### src/rtl/parking_gate_ctrl.sv
// Single-lane barrier arbiter: grants entry/exit round-robin, tracks occupancy, forced close on timeout.
// Latency: gate_open one cycle after a sampled request; no backpressure, requests are levels held by the stations.
module parking_gate_ctrl #(
    parameter int CAP       = 15,
    parameter int CNT_W     = 4,
    parameter int TIMEOUT   = 16,
    parameter int CLOSE_CYC = 4
) (
    input  logic             clk_i,
    input  logic             rst_ni,
    input  logic             entry_req_i,
    input  logic             exit_req_i,
    input  logic             entry_pulse_i,
    input  logic             exit_pulse_i,
    output logic             gate_open_o,
    output logic             lane_dir_o,
    output logic [CNT_W-1:0] count_o,
    output logic             full_o,
    output logic             empty_o,
    output logic             timeout_o,
    output logic             seq_err_o
);

    typedef enum logic [1:0] {
        S_IDLE,
        S_OPEN_ENT,
        S_OPEN_EXT,
        S_CLOSE
    } state_t;

    localparam logic [CNT_W-1:0] CAP_V   = CNT_W'(CAP);
    localparam logic [7:0]       TO_LAST = 8'(TIMEOUT - 1);
    localparam logic [7:0]       CL_LAST = 8'(CLOSE_CYC - 1);

    state_t           state_q, state_d;
    logic [7:0]       timer_q, timer_d;
    logic [CNT_W-1:0] count_q, count_d;
    logic             last_dir_q, last_dir_d;
    logic             lane_dir_q, lane_dir_d;
    logic             gate_open_q, gate_open_d;
    logic             timeout_q, timeout_d;
    logic             seq_err_q, seq_err_d;

    logic ent_ok;
    logic ext_ok;
    logic any_pulse;

    assign full_o  = (count_q == CAP_V);
    assign empty_o = (count_q == '0);

    always_comb begin
        state_d     = state_q;
        timer_d     = timer_q;
        count_d     = count_q;
        last_dir_d  = last_dir_q;
        lane_dir_d  = lane_dir_q;
        timeout_d   = 1'b0;
        seq_err_d   = 1'b0;
        ent_ok      = entry_req_i & ~full_o;
        ext_ok      = exit_req_i & ~empty_o;
        any_pulse   = entry_pulse_i | exit_pulse_i;

        case (state_q)
            S_IDLE: begin
                seq_err_d = any_pulse;
                // On a tie, last_dir_q == 1 means exit was served last, so entry goes next.
                if (ent_ok && (!ext_ok || last_dir_q)) begin
                    state_d    = S_OPEN_ENT;
                    last_dir_d = 1'b0;
                    lane_dir_d = 1'b0;
                    timer_d    = '0;
                end else if (ext_ok) begin
                    state_d    = S_OPEN_EXT;
                    last_dir_d = 1'b1;
                    lane_dir_d = 1'b1;
                    timer_d    = '0;
                end
            end
            S_OPEN_ENT: begin
                timer_d   = timer_q + 8'd1;
                seq_err_d = exit_pulse_i;
                if (entry_pulse_i) begin
                    if (count_q != CAP_V) count_d = count_q + 1'b1;
                    state_d = S_CLOSE;
                    timer_d = '0;
                end else if (timer_q == TO_LAST) begin
                    state_d   = S_CLOSE;
                    timer_d   = '0;
                    timeout_d = 1'b1;
                end
            end
            S_OPEN_EXT: begin
                timer_d   = timer_q + 8'd1;
                seq_err_d = entry_pulse_i;
                if (exit_pulse_i) begin
                    if (count_q != '0) count_d = count_q - 1'b1;
                    state_d = S_CLOSE;
                    timer_d = '0;
                end else if (timer_q == TO_LAST) begin
                    state_d   = S_CLOSE;
                    timer_d   = '0;
                    timeout_d = 1'b1;
                end
            end
            S_CLOSE: begin
                seq_err_d = any_pulse;
                timer_d   = timer_q + 8'd1;
                if (timer_q == CL_LAST) begin
                    state_d = S_IDLE;
                    timer_d = '0;
                end
            end
            default: begin
                state_d = S_IDLE;
                timer_d = '0;
            end
        endcase

        gate_open_d = (state_d == S_OPEN_ENT) || (state_d == S_OPEN_EXT);
    end

    always_ff @(posedge clk_i or negedge rst_ni) begin
        if (!rst_ni) begin
            state_q     <= S_IDLE;
            timer_q     <= '0;
            count_q     <= '0;
            last_dir_q  <= 1'b1;
            lane_dir_q  <= 1'b0;
            gate_open_q <= 1'b0;
            timeout_q   <= 1'b0;
            seq_err_q   <= 1'b0;
        end else begin
            state_q     <= state_d;
            timer_q     <= timer_d;
            count_q     <= count_d;
            last_dir_q  <= last_dir_d;
            lane_dir_q  <= lane_dir_d;
            gate_open_q <= gate_open_d;
            timeout_q   <= timeout_d;
            seq_err_q   <= seq_err_d;
        end
    end

    assign gate_open_o = gate_open_q;
    assign lane_dir_o  = lane_dir_q;
    assign count_o     = count_q;
    assign timeout_o   = timeout_q;
    assign seq_err_o   = seq_err_q;

endmodule

### config.mk
export PLATFORM = sky130hd
export DESIGN_NAME = parking_gate_ctrl
export DESIGN_NICKNAME = d
export VERILOG_FILES = /design/src/rtl/parking_gate_ctrl.sv
export SDC_FILE = /design/constraint.sdc
export NUM_CORES = 1
export LEC_CHECK = 0
export BUFFER_PORTS_ARGS = -buffer_cell sky130_fd_sc_hd__buf_4
export CAP_MARGIN = 15
export CORE_MARGIN = 1
export CORE_UTILIZATION = 56
export CTS_CLUSTER_DIAMETER = 80
export CTS_CLUSTER_SIZE = 28
export DETAILED_ROUTE_END_ITERATION = 7
export PLACE_DENSITY = 0.78
export SLEW_MARGIN = 20
export SYNTH_ARGS = -nofsm -noshare
export SYNTH_HDL_FRONTEND = slang
export SYNTH_SLANG_ARGS = --single-unit
export TNS_END_PERCENT = 5
### constraint.sdc
create_clock -name clk_i -period 2.5 [get_ports clk_i]
set_input_delay 0.375 -clock clk_i [delete_from_list [all_inputs] [get_ports clk_i]]
set_output_delay 0.375 -clock clk_i [all_outputs]
set_load 0.05 [all_outputs]
Word-level counts from Yosys, hierarchy flattened
Index checks and enable logic that the tools add are counted.
Storage, ports and cells
  bits in registers: 19
  bits in latches: 0
  RAM bits: 0
  ROM bits: 0
  bits of input ports: 6
  output and inout bits: 10
  word-level logic and storage cells: 68
  memories kept: 0
Operators by class
  add/sub/neg operators: 3
  multipliers: 0
  divide/modulo/power cells: 0
  order comparisons: 0
  equality and inequality tests: 14
  shift operators: 0
  muxes and demuxes: 26
  bitwise logic cells: 5
  reductions and logical operators: 12
Operators by type and width (number)
  $mux 8: 6
  $pmux 8 s4: 1
  $mux 4: 4
  $mux 2: 6
  $add 8x1->8 const B: 1
  $eq 8x2->1 const B: 1
  $eq 8x4->1 const B: 1
  $ne 2x2->1 const B: 4
  $pmux 2 s4: 1
  $pmux 4 s2: 1
  $eq 2x2->1 const B: 3
  $mux 1: 5
  $reduce_and 5->1: 1
  $add 4x1->4 const B: 1
  $eq 2x1->1 const B: 2
  $eq 4x4->1 const B: 1
  $logic_not 4->1: 1
  $ne 4x4->1 const B: 1
  $reduce_bool 2->1: 2
  $reduce_bool 4->1: 1
  $sub 4x1->4 const B: 1
  $ne 3x3->1 const B: 1
  $pmux 1 s3: 1
  $and 1x1->1: 2
  9 further kinds: 11

Logic depth before layout (Yosys ltp)
Gate-level depths: netlist of run 1.
  depth after elaboration: 10
  gate-level depth with buffers: 8

Least setup slack after synthesis of run 1
No wires, ideal clock.
  path type: reg-to-reg
  from: reg count_q[1], in the netlist count_o[1]
  to: reg timer_q[3]
  setup time: 126 ps
  arrival time: 2730 ps
  required time: 2374 ps
  setup slack: -356 ps
  cell stages (with the launch flop): 6
  clock period less this slack: 2856 ps
  cell sequence: dfrtp_1 > nor4_2 > nor2b_1 > o21ai_0 > nor2b_2 > a221o_1
Between the ends
  longest elaborated chain between the ends: 8
  elaborated cells on any way between the ends: 12
  classes of those cells: 2 x eq/ne; 2 x mux; 4 x bitwise; 4 x reduce/logical
RTL lines
  start, declared: line 37  | logic [CNT_W-1:0] count_q, count_d;
  start signal, assigned: line 135  | count_q <= count_d;
  $logic_not 4->1 (*): line 49  | assign empty_o = (count_q == '0);
  named net empty_o: line 19  | output logic empty_o,
  $not 1->1 (*): line 60  | ext_ok = exit_req_i & ~empty_o;
  $and 1x1->1 (*): line 60
  $logic_not 1->1: line 67  | if (ent_ok && (!ext_ok || last_dir_q)) begin
  $logic_or 1x1->1: line 67
  $logic_and 1x1->1: line 67
  $mux 8: line 67
  $pmux 8 s4: line 63  | case (state_q)
  end signal, assigned: line 134  | timer_q <= timer_d;
  end, declared: line 36  | logic [7:0] timer_q, timer_d;
Mark *: on every way through the listed nets, which the timed path passes. The rest lies on a longest branch.
A chain may end at the register's enable or synchronous reset.

Final worst setup path of run 1
  from: reg state_q[0]
  to: reg count_q[2], in the netlist count_o[2]
Between the ends
  longest elaborated chain between the ends: 3
  elaborated cells on any way between the ends: 9
  classes of those cells: 6 x eq/ne; 1 x mux; 2 x reduce/logical
RTL lines
  start, declared: line 35  | state_t state_q, state_d;
  start signal, assigned: line 133  | state_q <= state_d;
  $eq 2x2->1 / $eq 2x1->1 (equally long branches): line 63
  $ne 2x2->1 (no source line) / $reduce_bool 2->1 (equally long branches)
  $reduce_and 5->1 (no source line)
Several ways; a longest one is shown, not always the timed one.

==> impl_metrics.toml, run 1 <==
[synth]
synth_area_leaders = "sky130_fd_sc_hd__dfrtp_1 (39%), sky130_fd_sc_hd__ha_1 (8.6%), sky130_fd_sc_hd__o21ai_0 (3.9%)"
netlist_instances = 120
synth-warning-count = 0
synth_flop_cell = "sky130_fd_sc_hd__dfrtp_1"
synth_nets = 135
yosysMostFrequentCell = "sky130_fd_sc_hd__dfrtp_1"
synth-edff-count = 0
synth_area_per_cell_um2 = 9.69
synth_commonest_cells = "sky130_fd_sc_hd__dfrtp_1 (18), sky130_fd_sc_hd__inv_1 (11), sky130_fd_sc_hd__nor2_1 (11)"
yosys.cell_types.count = 35
ys_ff_latch = 19
synth_seq_area_share_pct = 41.0
synthesis.area_mm2 = 0.00116
synth_largest_type_area_fraction_pct = 38.8
netlist.top_cell.by_area = "sky130_fd_sc_hd__dfrtp_1"
share_of_flip_flops_with_an_asynchronous_set_or_reset_pct = 100

[worst_setup_path]
timing.critical_path.cells = "inv_1 -> ha_1 -> nor2_1 -> a2111oi_2 -> mux2_2"
rrSetupSlack_ns = 0.35
critPathTopFamily = "compound AO/OA/AOI/OAI gates"
critical_path.endpoint_type = "flop"
crit-reg2reg-launch = "state_q[0]"
worstReg2RegEnd = "count_o[2]"
critical_path_buf_inv_count = 1
critical_path_class = "reg2reg"
critical_path_required_time_ns = 2.69
critical_path_peak_fanout = 10
slowest_stage_cell_crit_path = "sky130_fd_sc_hd__a2111oi_2"
critPathLaunchType = "flop"
worstPathArrival_ns = 2.34
reg2reg_depth = 5
crit_path_max_incr_delay_ns = 0.58

[clock_network]
cts_buffers = 3
cts_resized = 0
cts.htree.levels = 1
clkSinkCount = 19
cts.repair_timing.setup_buffer_count = 0
clock_tree_from_tritoncts = "yes"
clk_path_buf_depth = 2
clk-insertion-delay-late_ns = 0.29
cts.root.buffer_cell = "sky130_fd_sc_hd__clkbuf_4"
path_clk_slew_ns = 0.10

[detailed_routing]
ant_nets = 0
drt_first_iter_violations = 33
remaining_drc_errors = 0
drt_pre_antenna_iters = 4
route.met2.wl_um = 1310
wirelength_met1_um = 1040
highest-signal-layer = "met4"
via_count = 976
wl_um = 2470
route.met3.wl_um = 91
routed_wire_length_per_instance_um = 14.8
detail_route.vias_per_cell = 5.84

[floorplanning]
core.rowCount = 16
die-height_um = 47.6
initial_utilization_pct = 59.2
placeableCoreArea_mm2 = 0.00196
dieArea_mm2 = 0.00226
io_pins = 16
dieWidth_um = 47.6

[sta]
max-slew-margin-rel_pct = 47.0
final.min_clock_period_ns = 2.15
final.period_utilization_pct = 86.2
max_freq_ghz = 0.464
final_setup_violation_count = 0
timing.final.hold_violations = 0
unrepaired_setup_endpoints_after_global_routing = "false"
worst-slew-pin-transition_ns = 0.787
finalSetupTns_ns = 0
report.final.slew_viol_count = 0
worst_clock_skew_ns = 0.00157

[power_and_ir_drop]
power_per_cell_area_mw_per_mm2 = 1380
worst_ir_drop_vdd_uv = 788
p_sw_share_pct = 50.1
clk_network_pwr_share_pct = 8.1
power_leakage_nw = 0.667
p_comb_share_pct = 62.6
sequential_power_share_pct = 29.2
p_switching_w = 0.000941
internal_power_component_w = 0.000937
total_power_w = 0.00188

[cells_and_area]
area_delta_synth_final_pct = 16.8
nNetsFinal = 156
instances_no_fill = 167
drive_above_1_share_pct = 19.3
n_antenna_cell = 0

[placement]
place_hpwl_um = 1910
port-buffer-count = 15
finalWeightedCongestion = 0.816
post-place-cells = 162

[run]
drv.max_cap_violation_count = 0

[min_path]
worst_hold_startpoint = "entry_pulse_i"
hold_path.class = "in2reg"
min_path_cells = 3
timing.hold.worst_endpoint = "seq_err_o"

[global_route]
grt_pass1_wl_um = 3590
grt_start_max_net_pins = 20
via_count_of_the_first_global_routing_pass = 880
grtUsageTotal_pct = 23.3
antenna_found_initial = 0
global_route.overflow_total = 0

[outcome]
run_status = "completed"
==> registers in the layout, indices dropped and copies added, names as in the netlist <==
name,count
timeout_o,1
gate_open_o,1
last_dir_q,1
state_q,2
seq_err_o,1
timer_q,8
lane_dir_o,1
count_o,4
==> cell usage in the layout (no fill, tap or decap) <==
| cell type | netlist | final |
|---|---|---|
| sky130_fd_sc_hd__o21a_1 | 1 | 1 |
| sky130_fd_sc_hd__a2bb2oi_1 | 1 | 1 |
| sky130_fd_sc_hd__nor2b_1 | 2 | 2 |
| sky130_fd_sc_hd__o31a_1 | 1 | 1 |
| sky130_fd_sc_hd__a221o_1 | 2 | 2 |
| sky130_fd_sc_hd__inv_1 | 11 | 11 |
| sky130_fd_sc_hd__nor3_1 | 2 | 2 |
| sky130_fd_sc_hd__a22o_1 | 5 | 5 |
| sky130_fd_sc_hd__a2111oi_2 | 1 | 1 |
| sky130_fd_sc_hd__mux2_2 | 2 | 2 |
| sky130_fd_sc_hd__nor2_1 | 11 | 11 |
| sky130_fd_sc_hd__a21o_1 | 2 | 2 |
| sky130_fd_sc_hd__nand4_1 | 1 | 1 |
| sky130_fd_sc_hd__clkbuf_1 | 1 | 1 |
| sky130_fd_sc_hd__nand3_1 | 4 | 4 |
| sky130_fd_sc_hd__a21oi_1 | 5 | 5 |
| sky130_fd_sc_hd__o21ai_4 | 1 | 1 |
| sky130_fd_sc_hd__xor2_1 | 1 | 1 |
| sky130_fd_sc_hd__dfrtp_1 | 18 | 18 |
| sky130_fd_sc_hd__a311oi_1 | 1 | 1 |
| sky130_fd_sc_hd__and3_1 | 3 | 3 |
| sky130_fd_sc_hd__buf_4 | 0 | 16 |
| sky130_fd_sc_hd__a41oi_1 | 2 | 2 |
| sky130_fd_sc_hd__xnor2_1 | 4 | 4 |
| sky130_fd_sc_hd__nor2b_2 | 1 | 1 |
| sky130_fd_sc_hd__nor4_4 | 0 | 1 |
| sky130_fd_sc_hd__o21ai_0 | 9 | 9 |
| sky130_fd_sc_hd__fa_1 | 1 | 1 |
| sky130_fd_sc_hd__ha_1 | 8 | 8 |
| sky130_fd_sc_hd__dfstp_2 | 1 | 1 |
| sky130_fd_sc_hd__a31oi_1 | 2 | 2 |
| sky130_fd_sc_hd__dlygate4sd3_1 | 0 | 1 |
| sky130_fd_sc_hd__nand2b_1 | 3 | 3 |
| sky130_fd_sc_hd__o21ai_1 | 2 | 2 |
| sky130_fd_sc_hd__or4_4 | 1 | 1 |
| sky130_fd_sc_hd__clkbuf_4 | 0 | 3 |
| sky130_fd_sc_hd__mux2i_1 | 1 | 1 |
| sky130_fd_sc_hd__nand2_1 | 8 | 8 |
==> area by class of cell <==
class / count / area [um2]
Tap cell: 27 / 33.8
Timing Repair Buffer: 17 / 130
Multi-Input combinational cell: 89 / 649
Inverter: 11 / 41.3
Sequential cell: 19 / 477
Fill cell: 161 / 604
Clock buffer: 4 / 26.3
==> worst max-delay path by stage <==
stage,from,endpoint,slack [ns],depth (start not counted)
after global placement,state_q[0],count_o[2],0.45,5
after detailed placement,state_q[0],count_o[2],0.35,5
final,state_q[0],count_o[2],0.35,5
after CTS,state_q[0],count_o[2],0.33,5
after global routing,state_q[0],count_o[2],0.21,5
after floorplan,count_o[1],timer_q[3],0.04,5
==> cells by family after synthesis <==
| kind of cell | count (synthesis) | share of synthesized area [%] |
|---|---|---|
| AOI/OAI and AO/OA | 35 | 21.9 |
| xor gates and xnor gates | 5 | 3.77 |
| adders and majority gates | 9 | 10.3 |
| buffers and inverters | 12 | 3.87 |
| DFF | 19 | 41.0 |
| muxes | 3 | 2.80 |
| and+or+nand+nor | 37 | 16.4 |
==> power groups by stage <==
stage | sequential (W) | combinational (W) | clock, W
6_report | 0.000549 | 0.00118 | 0.000153
5_1_grt | 0.000561 | 0.00128 | 0.000169
4_1_cts | 0.000546 | 0.00118 | 0.000159
3_5_place_dp | 0.000553 | 0.00117 | 0
3_3_place_gp | 0.000544 | 0.00112 | 0
2_1_floorplan | 0.000734 | 0.000694 | 0
==> repair_timing <==
item                                    CTS  global route
endpoints found under the setup margin    0             0
hold buffers                              1             0
hold endpoints to repair                 18             0
==> metal layers <==
layer / up-vias / track usage [%]
met4: 0 / 11.7
met1: 470 / 25.3
met5: - / 0
met2: 27 / 44.1
li1: 475 / -
met3: 4 / 2.64
==> stage by stage <==
| stage | hold slack [ns] | cell area [um2] | setup slack [ns] | utilization, % |
|---|---|---|---|---|
| CTS | 0.373 | 1360 | 0.331 | 69.2 |
| global placement | 0.258 | 1320 | 0.449 | 67.3 |
| global route | 0.381 | 1360 | 0.215 | 69.2 |
| detailed placement | 0.264 | 1320 | 0.350 | 67.3 |
| floorplan | 0.0794 | 1170 | 0.0375 | - |
| finish | 0.395 | 1360 | 0.345 | 69.2 |
==> worst min-delay path, cell delays in order <==
cell,delay [ns]
sky130_fd_sc_hd__buf_4,0.12
sky130_fd_sc_hd__nand2_1,0.06
sky130_fd_sc_hd__a31oi_1,0.10
Power figures use the tool's default switching activity.
==> inputs of run 2 (changes only) <==
==> constraint.sdc (replaced) <==
create_clock -name clk_i -period 2.5 [get_ports clk_i]
set_input_delay 0.375 -clock clk_i [delete_from_list [all_inputs] [get_ports clk_i]]
set_output_delay 0.375 -clock clk_i [all_outputs]
set_load 0.1 [all_outputs]
==> impl_metrics.toml, run 2 (synthesis results as in run 1) <==
[outcome]
run_status = "completed"

[worst_setup_path]
critPathLaunchType = "flop"
critical_path.endpoint_type = "flop"
worstPathArrival_ns = 2.38
crit_path_max_incr_delay_ns = 0.61
timing.critical_path.cells = "inv_1 -> ha_1 -> nor2_1 -> a2111oi_2 -> mux2_2"
critical_path_peak_fanout = 10
critical_path_required_time_ns = 2.69
critical_path_class = "reg2reg"
slowest_stage_cell_crit_path = "sky130_fd_sc_hd__a2111oi_2"

[cells_and_area]
drive_above_1_share_pct = 22.3
n_antenna_cell = 0
fillers = 166
nNetsFinal = 155
layout_commonest_cell = "sky130_fd_sc_hd__buf_4"
top_register = "timer_q"
largest_reg_flops = 8
area_delta_synth_final_pct = 17.3
multi_input_area_um2 = 653
sequential_cell_area_um2 = 487
layout_common_cells = "sky130_fd_sc_hd__buf_4 (15), sky130_fd_sc_hd__dfrtp_1 (14), sky130_fd_sc_hd__inv_1 (11), sky130_fd_sc_hd__nor2_1 (11)"

[detailed_routing]
ant_nets = 0
via_count = 979
drt_pre_antenna_iters = 4
routed_wire_length_per_instance_um = 14.2
detail_route.vias_per_cell = 5.90
drt_first_iter_violations = 13
wl_um = 2360
route.met2.wl_um = 1240
remaining_drc_errors = 0
route.met3.wl_um = 66
wirelength_met1_um = 1020
highest-signal-layer = "met4"

[sta]
worst_clock_skew_ns = 0.000909
final.period_utilization_pct = 87.7
unrepaired_setup_endpoints_after_global_routing = "false"
max_freq_ghz = 0.456
timing.final.hold_violations = 0
report.final.slew_viol_count = 0
max-slew-margin-rel_pct = 59.7
final_setup_violation_count = 0
worst-slew-pin-transition_ns = 0.604
final.min_clock_period_ns = 2.19
hold-worst-slack_ns = 0.386

[floorplanning]
initial_utilization_pct = 59.2
core.rowCount = 16
dieArea_mm2 = 0.00226
io_pins = 16
dieWidth_um = 47.6
placeableCoreArea_mm2 = 0.00196
die-height_um = 47.6

[global_route]
global_route.overflow_total = 0
grt_start_max_net_pins = 20
grtUsageTotal_pct = 23.4
via_count_of_the_first_global_routing_pass = 897
grt_pass1_wl_um = 3620
antenna_found_initial = 0

[placement]
port-buffer-count = 15
finalWeightedCongestion = 0.832
place_hpwl_um = 1810

[clock_network]
clk-insertion-delay-late_ns = 0.29
path_clk_slew_ns = 0.10
cts_buffers = 3
clkSinkCount = 19
clock_tree_from_tritoncts = "yes"
cts.root.buffer_cell = "sky130_fd_sc_hd__clkbuf_4"
clk_path_buf_depth = 2
cts.htree.levels = 1

[min_path]
hold_path.class = "in2reg"

[run]
drv.max_cap_violation_count = 0
[run 2: what timing repair did]
| item | 4_1_cts | 5_1_grt |
|---|---|---|
| hold buffers | 1 | 0 |
| hold endpoints to repair | 18 | 0 |
| resized for setup | 0 | 0 |
| buffers inserted | 0 | 0 |
[run 2: layer usage]
layer  vias up  global-route usage, %
met3         5                   2.64
met1       482                   26.2
met2        22                   43.8
li1        470                      -
met4         0                   11.1
met5         -                      0
[run 2: critical path, delay by kind of cell (launching register included)]
kind | cells | cell delay, ns
compound gates | 1 | 0.61
flops | 1 | 0.45
mux | 1 | 0.40
fa+ha+maj | 1 | 0.38
buf+inv | 1 | 0.13
simple gates | 1 | 0.11
[run 2: worst paths after layout]
kind                         endpoint  slack, ns           from  cells past startpoint
hold / removal              seq_err_o       0.39  entry_pulse_i                      3
setup reg to reg           count_o[2]       0.31     state_q[0]                      5
setup / recovery           count_o[2]       0.31     state_q[0]                      5
min in group asynchronous  count_o[0]       0.48         rst_ni                      2
max in group asynchronous  last_dir_q       1.76         rst_ni                      2
hold reg to reg            lane_dir_o       0.49     lane_dir_o                      1
[run 2: layout make-up]
| type | instances | share of cell area (%) |
|---|---|---|
| multi-input combinational | 89 | 47.9 |
| timing repair buffer | 16 | 8.99 |
| inverter | 11 | 3.03 |
| clock buffer | 4 | 1.93 |
| tap | 27 | 2.48 |
| sequential | 19 | 35.7 |
[run 2: per-stage QoR]
| stage | cell area (um2) | utilization, % | cells | worst slack [ns] | setup TNS [ns] |
|---|---|---|---|---|---|
| floorplan | 1180 | - | 120 | -0.331 | -2.27 |
| global placement | 1330 | 67.7 | 161 | 0.452 | 0 |
| detailed placement | 1330 | 67.7 | 161 | 0.308 | 0 |
| CTS | 1360 | 69.5 | 166 | 0.275 | 0 |
| global route | 1360 | 69.5 | 166 | 0.147 | 0 |
| finish | 1360 | 69.5 | 166 | 0.308 | 0 |
Power of run 2 is not shown: default switching activity piles up to over one toggle a cycle in this logic, so the estimate is an artifact.
